### config.mk
export PLATFORM = sky130hd
export DESIGN_NAME = stream_arbiter_flat
export DESIGN_NICKNAME = d
export VERILOG_FILES = /design/src/rtl/stream_arbiter_if.sv /design/src/rtl/stream_arbiter.sv /design/src/flat_wrapper.sv
export SDC_FILE = /design/constraint.sdc
export NUM_CORES = 1
export LEC_CHECK = 0
export BUFFER_PORTS_ARGS = -buffer_cell sky130_fd_sc_hd__buf_2
export CELL_PAD_IN_SITES_DETAIL_PLACEMENT = 1
export CELL_PAD_IN_SITES_GLOBAL_PLACEMENT = 1
export CORE_MARGIN = 2
export CORE_UTILIZATION = 30
export CTS_BUF_LIST = sky130_fd_sc_hd__clkbuf_8
export CTS_CLUSTER_DIAMETER = 40
export CTS_CLUSTER_SIZE = 8
export DETAILED_ROUTE_END_ITERATION = 10
export PLACE_DENSITY = 0.73
export SLEW_MARGIN = 20
export SYNTH_ARGS = -nofsm -noshare
export SYNTH_HDL_FRONTEND = slang
export SYNTH_SLANG_ARGS = --single-unit
### constraint.sdc
create_clock -name clk -period 2 [get_ports clk]
set_input_delay 0.3 -clock clk [delete_from_list [all_inputs] [get_ports clk]]
set_output_delay 0.3 -clock clk [all_outputs]
set_load 0.05 [all_outputs]
### src/rtl/stream_arbiter_if.sv
// Shared stream bus between the requesters, the round-robin arbiter and the sink.
// The arbiter attaches through the master modport; the environment uses slave.
interface stream_arbiter_if #(
    parameter int NUM_REQ    = 4,
    parameter int DATA_WIDTH = 8
);
    localparam int ID_W = $clog2(NUM_REQ);

    logic [NUM_REQ-1:0]            req_valid;
    logic [NUM_REQ*DATA_WIDTH-1:0] req_data;
    logic [NUM_REQ-1:0]            req_ready;
    logic                          out_valid;
    logic [DATA_WIDTH-1:0]         out_data;
    logic [ID_W-1:0]               out_id;
    logic                          out_ready;
    logic                          busy;

    modport master (
        input  req_valid, req_data, out_ready,
        output req_ready, out_valid, out_data, out_id, busy
    );

    modport slave (
        output req_valid, req_data, out_ready,
        input  req_ready, out_valid, out_data, out_id, busy
    );
endinterface

### src/rtl/stream_arbiter.sv
// Round-robin burst arbiter: shares one valid/ready sink between NUM_REQ sources,
// forwarding accepted beats through a single-entry output register tagged with the source index.
//
// state   | meaning
// S_IDLE  | no grant; pick next requester scanning up from r_rr_ptr
// S_GRANT | r_grant_idx owns the sink for up to MAX_BURST beats
module stream_arbiter #(
    parameter int NUM_REQ    = 4,
    parameter int DATA_WIDTH = 8,
    parameter int MAX_BURST  = 4
) (
    input  logic             clk,
    input  logic             reset_n,
    stream_arbiter_if.master io_stream
);
    localparam int ID_W = $clog2(NUM_REQ);
    localparam logic [ID_W:0]   NUM_REQ_W   = (ID_W+1)'(NUM_REQ);
    localparam logic [ID_W-1:0] LAST_IDX    = ID_W'(NUM_REQ - 1);
    localparam logic [3:0]      MAX_BURST_W = 4'(MAX_BURST);

    typedef enum logic {S_IDLE, S_GRANT} state_t;

    state_t                r_state;
    logic [ID_W-1:0]       r_grant_idx;
    logic [ID_W-1:0]       r_rr_ptr;
    logic [3:0]            r_beat_cnt;
    logic                  r_out_valid;
    logic [DATA_WIDTH-1:0] r_out_data;
    logic [ID_W-1:0]       r_out_id;
    logic                  r_busy;

    state_t                w_state_nxt;
    logic [ID_W-1:0]       w_grant_nxt;
    logic [ID_W-1:0]       w_rr_nxt;
    logic [3:0]            w_beat_nxt;
    logic [NUM_REQ-1:0]    w_req_ready;
    logic                  w_can_accept;
    logic                  w_xfer;
    logic                  w_found;
    logic [ID_W-1:0]       w_pick;
    logic [ID_W:0]         w_cand;
    logic [ID_W-1:0]       w_grant_inc;
    logic [DATA_WIDTH-1:0] w_sel_data;

    // First valid requester at or above r_rr_ptr, wrapping modulo NUM_REQ.
    always_comb begin
        w_found = 1'b0;
        w_pick  = '0;
        w_cand  = '0;
        for (int i = 0; i < NUM_REQ; i++) begin
            w_cand = {1'b0, r_rr_ptr} + (ID_W+1)'(i);
            if (w_cand >= NUM_REQ_W) begin
                w_cand = w_cand - NUM_REQ_W;
            end
            if (!w_found && io_stream.req_valid[w_cand[ID_W-1:0]]) begin
                w_found = 1'b1;
                w_pick  = w_cand[ID_W-1:0];
            end
        end
    end

    always_comb begin
        w_sel_data = '0;
        for (int k = 0; k < NUM_REQ; k++) begin
            if (r_grant_idx == ID_W'(k)) begin
                w_sel_data = io_stream.req_data[k*DATA_WIDTH +: DATA_WIDTH];
            end
        end
    end

    assign w_grant_inc  = (r_grant_idx == LAST_IDX) ? '0 : r_grant_idx + ID_W'(1);
    assign w_can_accept = !r_out_valid || io_stream.out_ready;
    assign w_xfer       = (r_state == S_GRANT) && io_stream.req_valid[r_grant_idx] && w_can_accept;

    always_comb begin
        w_state_nxt = r_state;
        w_grant_nxt = r_grant_idx;
        w_rr_nxt    = r_rr_ptr;
        w_beat_nxt  = r_beat_cnt;
        w_req_ready = '0;
        case (r_state)
            S_IDLE: begin
                if (w_found) begin
                    w_state_nxt = S_GRANT;
                    w_grant_nxt = w_pick;
                    w_beat_nxt  = '0;
                end
            end
            S_GRANT: begin
                w_req_ready[r_grant_idx] = w_can_accept;
                if (w_xfer) begin
                    w_beat_nxt = r_beat_cnt + 4'd1;
                end
                // A stalled sink holds the grant indefinitely; only burst end or a dropped valid releases it.
                if ((w_xfer && (r_beat_cnt + 4'd1 == MAX_BURST_W)) || !io_stream.req_valid[r_grant_idx]) begin
                    w_state_nxt = S_IDLE;
                    w_rr_nxt    = w_grant_inc;
                end
            end
            default: begin
                w_state_nxt = S_IDLE;
            end
        endcase
    end

    always_ff @(posedge clk) begin
        if (!reset_n) begin
            r_state     <= S_IDLE;
            r_grant_idx <= '0;
            r_rr_ptr    <= '0;
            r_beat_cnt  <= '0;
            r_out_valid <= 1'b0;
            r_out_data  <= '0;
            r_out_id    <= '0;
            r_busy      <= 1'b0;
        end else begin
            r_state     <= w_state_nxt;
            r_grant_idx <= w_grant_nxt;
            r_rr_ptr    <= w_rr_nxt;
            r_beat_cnt  <= w_beat_nxt;
            r_busy      <= (w_state_nxt == S_GRANT);
            if (w_xfer) begin
                r_out_valid <= 1'b1;
                r_out_data  <= w_sel_data;
                r_out_id    <= r_grant_idx;
            end else if (r_out_valid && io_stream.out_ready) begin
                r_out_valid <= 1'b0;
            end
        end
    end

    assign io_stream.req_ready = w_req_ready;
    assign io_stream.out_valid = r_out_valid;
    assign io_stream.out_data  = r_out_data;
    assign io_stream.out_id    = r_out_id;
    assign io_stream.busy      = r_busy;
endmodule

### src/flat_wrapper.sv
// flat-port wrapper written by rule: the top's interface ports become plain ports
module stream_arbiter_flat 
#(
    parameter int NUM_REQ    = 4,
    parameter int DATA_WIDTH = 8,
    parameter int MAX_BURST  = 4
)
  (clk, reset_n, io_stream_req_valid, io_stream_req_data, io_stream_out_ready, io_stream_req_ready, io_stream_out_valid, io_stream_out_data, io_stream_out_id, io_stream_busy);
  stream_arbiter_if #(.NUM_REQ(NUM_REQ), .DATA_WIDTH(DATA_WIDTH)) io_stream_i ();
  input  logic clk;
  input  logic reset_n;
  input wire logic [$bits(io_stream_i.req_valid)-1:0] io_stream_req_valid;
  input wire logic [$bits(io_stream_i.req_data)-1:0] io_stream_req_data;
  input wire logic [$bits(io_stream_i.out_ready)-1:0] io_stream_out_ready;
  output wire logic [$bits(io_stream_i.req_ready)-1:0] io_stream_req_ready;
  output wire logic [$bits(io_stream_i.out_valid)-1:0] io_stream_out_valid;
  output wire logic [$bits(io_stream_i.out_data)-1:0] io_stream_out_data;
  output wire logic [$bits(io_stream_i.out_id)-1:0] io_stream_out_id;
  output wire logic [$bits(io_stream_i.busy)-1:0] io_stream_busy;
  assign io_stream_i.req_valid = io_stream_req_valid;
  assign io_stream_i.req_data = io_stream_req_data;
  assign io_stream_i.out_ready = io_stream_out_ready;
  assign io_stream_req_ready = io_stream_i.req_ready;
  assign io_stream_out_valid = io_stream_i.out_valid;
  assign io_stream_out_data = io_stream_i.out_data;
  assign io_stream_out_id = io_stream_i.out_id;
  assign io_stream_busy = io_stream_i.busy;
  stream_arbiter #(.NUM_REQ(NUM_REQ), .DATA_WIDTH(DATA_WIDTH), .MAX_BURST(MAX_BURST)) u_core (.clk(clk), .reset_n(reset_n), .io_stream(io_stream_i));
endmodule
==> results.sh <==
export IMPL_first_pass_iters=4
export IMPL_syn_inst=171
export IMPL_postCtsHoldBufs=0
export IMPL_ys_flop_type="dfxtp_1"
export IMPL_tightestPinTransition_ps=433
export IMPL_root_buffer="clkbuf_8"
export IMPL_ir_worst_vdd_uv=260
export IMPL_status="complete, no violations"
export IMPL_whs_ps=376
export IMPL_synth_largest_area_cell="dfxtp_1"
export IMPL_place_ws_ps=218
export IMPL_dr_total_vias=1373
export IMPL_io_pins=55
export IMPL_drive_above_1_share=0.408
export IMPL_critPathLaunchType="flip-flop"
export IMPL_worstSetupPathType="flip-flop to primary output"
export IMPL_drtIter0Drc=28
export IMPL_required_ps=1700
export IMPL_dieWidth_um=71.7
export IMPL_rsz0062_at_grt="no"
export IMPL_ys_warnings_count=0
export IMPL_cts_setup_buffers=0
export IMPL_wl_um=3940
export IMPL_overflow=0
export IMPL_grt_max_degree=23
export IMPL_hp_class="input pin to flip-flop"
export IMPL_wl_per_cell_um=14.6
export IMPL_skew_ps=9.96
export IMPL_fin_nets=264
export IMPL_htree_levels=1
export IMPL_crit_path_end_kind="primary output"
export IMPL_antenna_found_initial=0
export IMPL_ys_seq_elements=20
export IMPL_die_area_mm2=0.00515
export IMPL_fin_cells=270
export IMPL_r2r_cells=4
export IMPL_max_cap_violations=0
export IMPL_cp_max_fo=17
export IMPL_startpoint="u_core.r_grant_idx[1]"
export IMPL_rr_startpoint="u_core.r_grant_idx[1]"
export IMPL_start_util=0.314
export IMPL_ant_nets=0
export IMPL_critPathCapture="io_stream_req_ready[1]"
export IMPL_relSlewSlack=0.711
export IMPL_ys_top_cells_by_area="dfxtp_1, a21oi_1, nand2_1"
export IMPL_dp_cells=267
export IMPL_ys_types=39
export IMPL_dpl_hpwl_um=3030
export IMPL_rows=24
export IMPL_period_share=0.914
export IMPL_diodes=0
export IMPL_clk_pin_slew_ps=80
export IMPL_setup_viol=0
export IMPL_regToRegSetupSlack_ps=310
export IMPL_drc_errors=0
export IMPL_fmaxAchievable_ghz=0.547
export IMPL_synth_nets=215
export IMPL_cts_sinks=20
export IMPL_fill_cells=572
export IMPL_seq_area_frac_synth=0.291
export IMPL_via_per_inst=5.09
export IMPL_cts_tree="yes"
export IMPL_cts_buffers=3
export IMPL_core_area_mm2=0.00438
export IMPL_grt_pass1_wl_um=6450
export IMPL_grt_pass1_vias=1371
export IMPL_async_flop_share=0
export IMPL_synth_top_area_share=0.291
export IMPL_worst_slack_ps=172
export IMPL_finish_utilization=0.390
export IMPL_gp_congestion=0.805
export IMPL_fin_tns_setup_ps=0
export IMPL_syn_area_mm2=0.00138
export IMPL_critical_path_arrival_ps=1530
export IMPL_synth_area_per_cell_um2=8.05
export IMPL_track_usage=0.155
export IMPL_hold_viol=0
export IMPL_p_per_area_mw_per_mm2=661
export IMPL_total_leakage_power_nw=0.804
export IMPL_syn2layout_area_growth_pct=24.1
export IMPL_worstSkewPairLatency_ps=260
export IMPL_io_buffers=54
export IMPL_synth_edf_count=0
export IMPL_finalCriticalPeriod_ps=1830
export IMPL_cts_max_path_buffers=2
export IMPL_min_delay_start="io_stream_req_data[31]"
export IMPL_r2r_end="u_core.r_beat_cnt[1]"
export IMPL_drv_slew=0
export IMPL_die_h_um=71.7
## cell usage after synthesis (2+ instances only)
library cell / n
nand2_1: 22
dfxtp_1: 20
a21oi_1: 19
inv_1: 13
o21ai_0: 11
o21ai_2: 9
a21oi_2: 8
a22oi_1: 8
clkbuf_1: 7
ha_1: 5
mux2i_1: 5
a21boi_0: 4
and3_1: 4
nor2b_1: 4
o21ai_1: 3
buf_1: 2
buf_2: 2
buf_6: 2
nand3_1: 2
nor2_1: 2
## how the worst min path moves through the flow
| stage | endpoint | slack (ps) | cells after the start |
|---|---|---|---|
| 3_3_place_gp | u_core.r_beat_cnt[0] | 470 | 2 |
| 2_1_floorplan | u_core.r_beat_cnt[2] | 440 | 2 |
| 5_1_grt | u_core.io_stream.out_data[2] | 400 | 3 |
| 3_5_place_dp | u_core.r_beat_cnt[0] | 490 | 2 |
| 6_report | u_core.io_stream.out_data[7] | 380 | 3 |
| 4_1_cts | u_core.io_stream.out_data[7] | 370 | 3 |
## power by group
group	internal [mW]	leakage [nW]	switching [mW]
Sequential	0.429	0.164	0.0315
Combinational	0.143	0.619	0.261
Clock	0.134	0.0216	0.130
Total	0.706	0.804	0.423
## layout make-up
| class | count | area (um2) | area share |
|---|---|---|---|
| multi-input cells | 124 | 851 | 0.498 |
| well taps | 52 | 65.1 | 0.0381 |
| clock buffers | 3 | 41.3 | 0.0242 |
| flip-flops and latches | 20 | 402 | 0.235 |
| inverters | 13 | 48.8 | 0.0286 |
| repair buffers | 58 | 300 | 0.176 |
## metrics by stage
stage          power, mW  instance area, um2
3_3_place_gp       0.865                1660
2_1_floorplan      0.761                1380
5_1_grt             1.19                1710
6_report            1.13                1710
4_1_cts             1.13                1700
3_5_place_dp       0.871                1660
## worst max-delay path, cell delays in order, from the launching register on
cell,delay (ps)
dfxtp_2,370
inv_1,90
ha_2,350
and3_1,200
buf_2,260
## cells in the final DEF, fill, tap and decap left out, drive strengths merged
| cell type | netlist | routed |
|---|---|---|
| dfxtp | 20 | 20 |
| mux2 | 1 | 1 |
| ha | 5 | 5 |
| a2bb2oi | 1 | 1 |
| o21ai | 23 | 23 |
| nor4 | 1 | 1 |
| nand4b | 1 | 1 |
| a21boi | 5 | 5 |
| nor2 | 2 | 2 |
| a22oi | 8 | 8 |
| nand2b | 1 | 1 |
| nand2 | 22 | 22 |
| a31o | 1 | 1 |
| or2 | 1 | 1 |
| o211ai | 1 | 1 |
| o221ai | 1 | 1 |
| clkbuf | 7 | 3 |
| mux2i | 5 | 5 |
| nand3b | 2 | 2 |
| o31ai | 1 | 1 |
| o21a | 1 | 1 |
| a21oi | 27 | 27 |
| mux4 | 1 | 1 |
| inv | 13 | 13 |
| and3 | 5 | 5 |
| nand3 | 2 | 2 |
| o22ai | 1 | 1 |
| buf | 7 | 58 |
| nor3b | 1 | 1 |
| nor2b | 4 | 4 |
## kinds of logic after synthesis
family	Yosys count	synth area share
AO/OA/AOI/OAI	70	0.345
AND/OR/NAND/NOR	42	0.163
buffers and inverters	27	0.0945
flip-flops	20	0.291
multiplexers	7	0.0609
adder cells (fa/ha/maj)	5	0.0455
## state kept, by name, indices dropped and copies added (netlist names)
signal                      cells
u_core.io_stream.out_data       8
u_core.r_state                  1
u_core.io_stream.out_id         2
u_core.io_stream.out_valid      1
u_core.r_beat_cnt               4
u_core.r_rr_ptr                 2
u_core.r_grant_idx              2
## routing by layer
layer | wire, um | up-vias | global-route usage
li1 | - | 690 | -
met1 | 1750 | 645 | 0.204
met2 | 1980 | 34 | 0.275
met3 | 182 | 4 | 0.0127
met4 | 31 | 0 | 0.0377
met5 | 0 | - | 0
## timing repair
item	in CTS	in global routing
endpoints found under the setup margin	1	2
pin swaps	0	0
gates resized for setup	1	2
(Power assumes the default switching activity.)
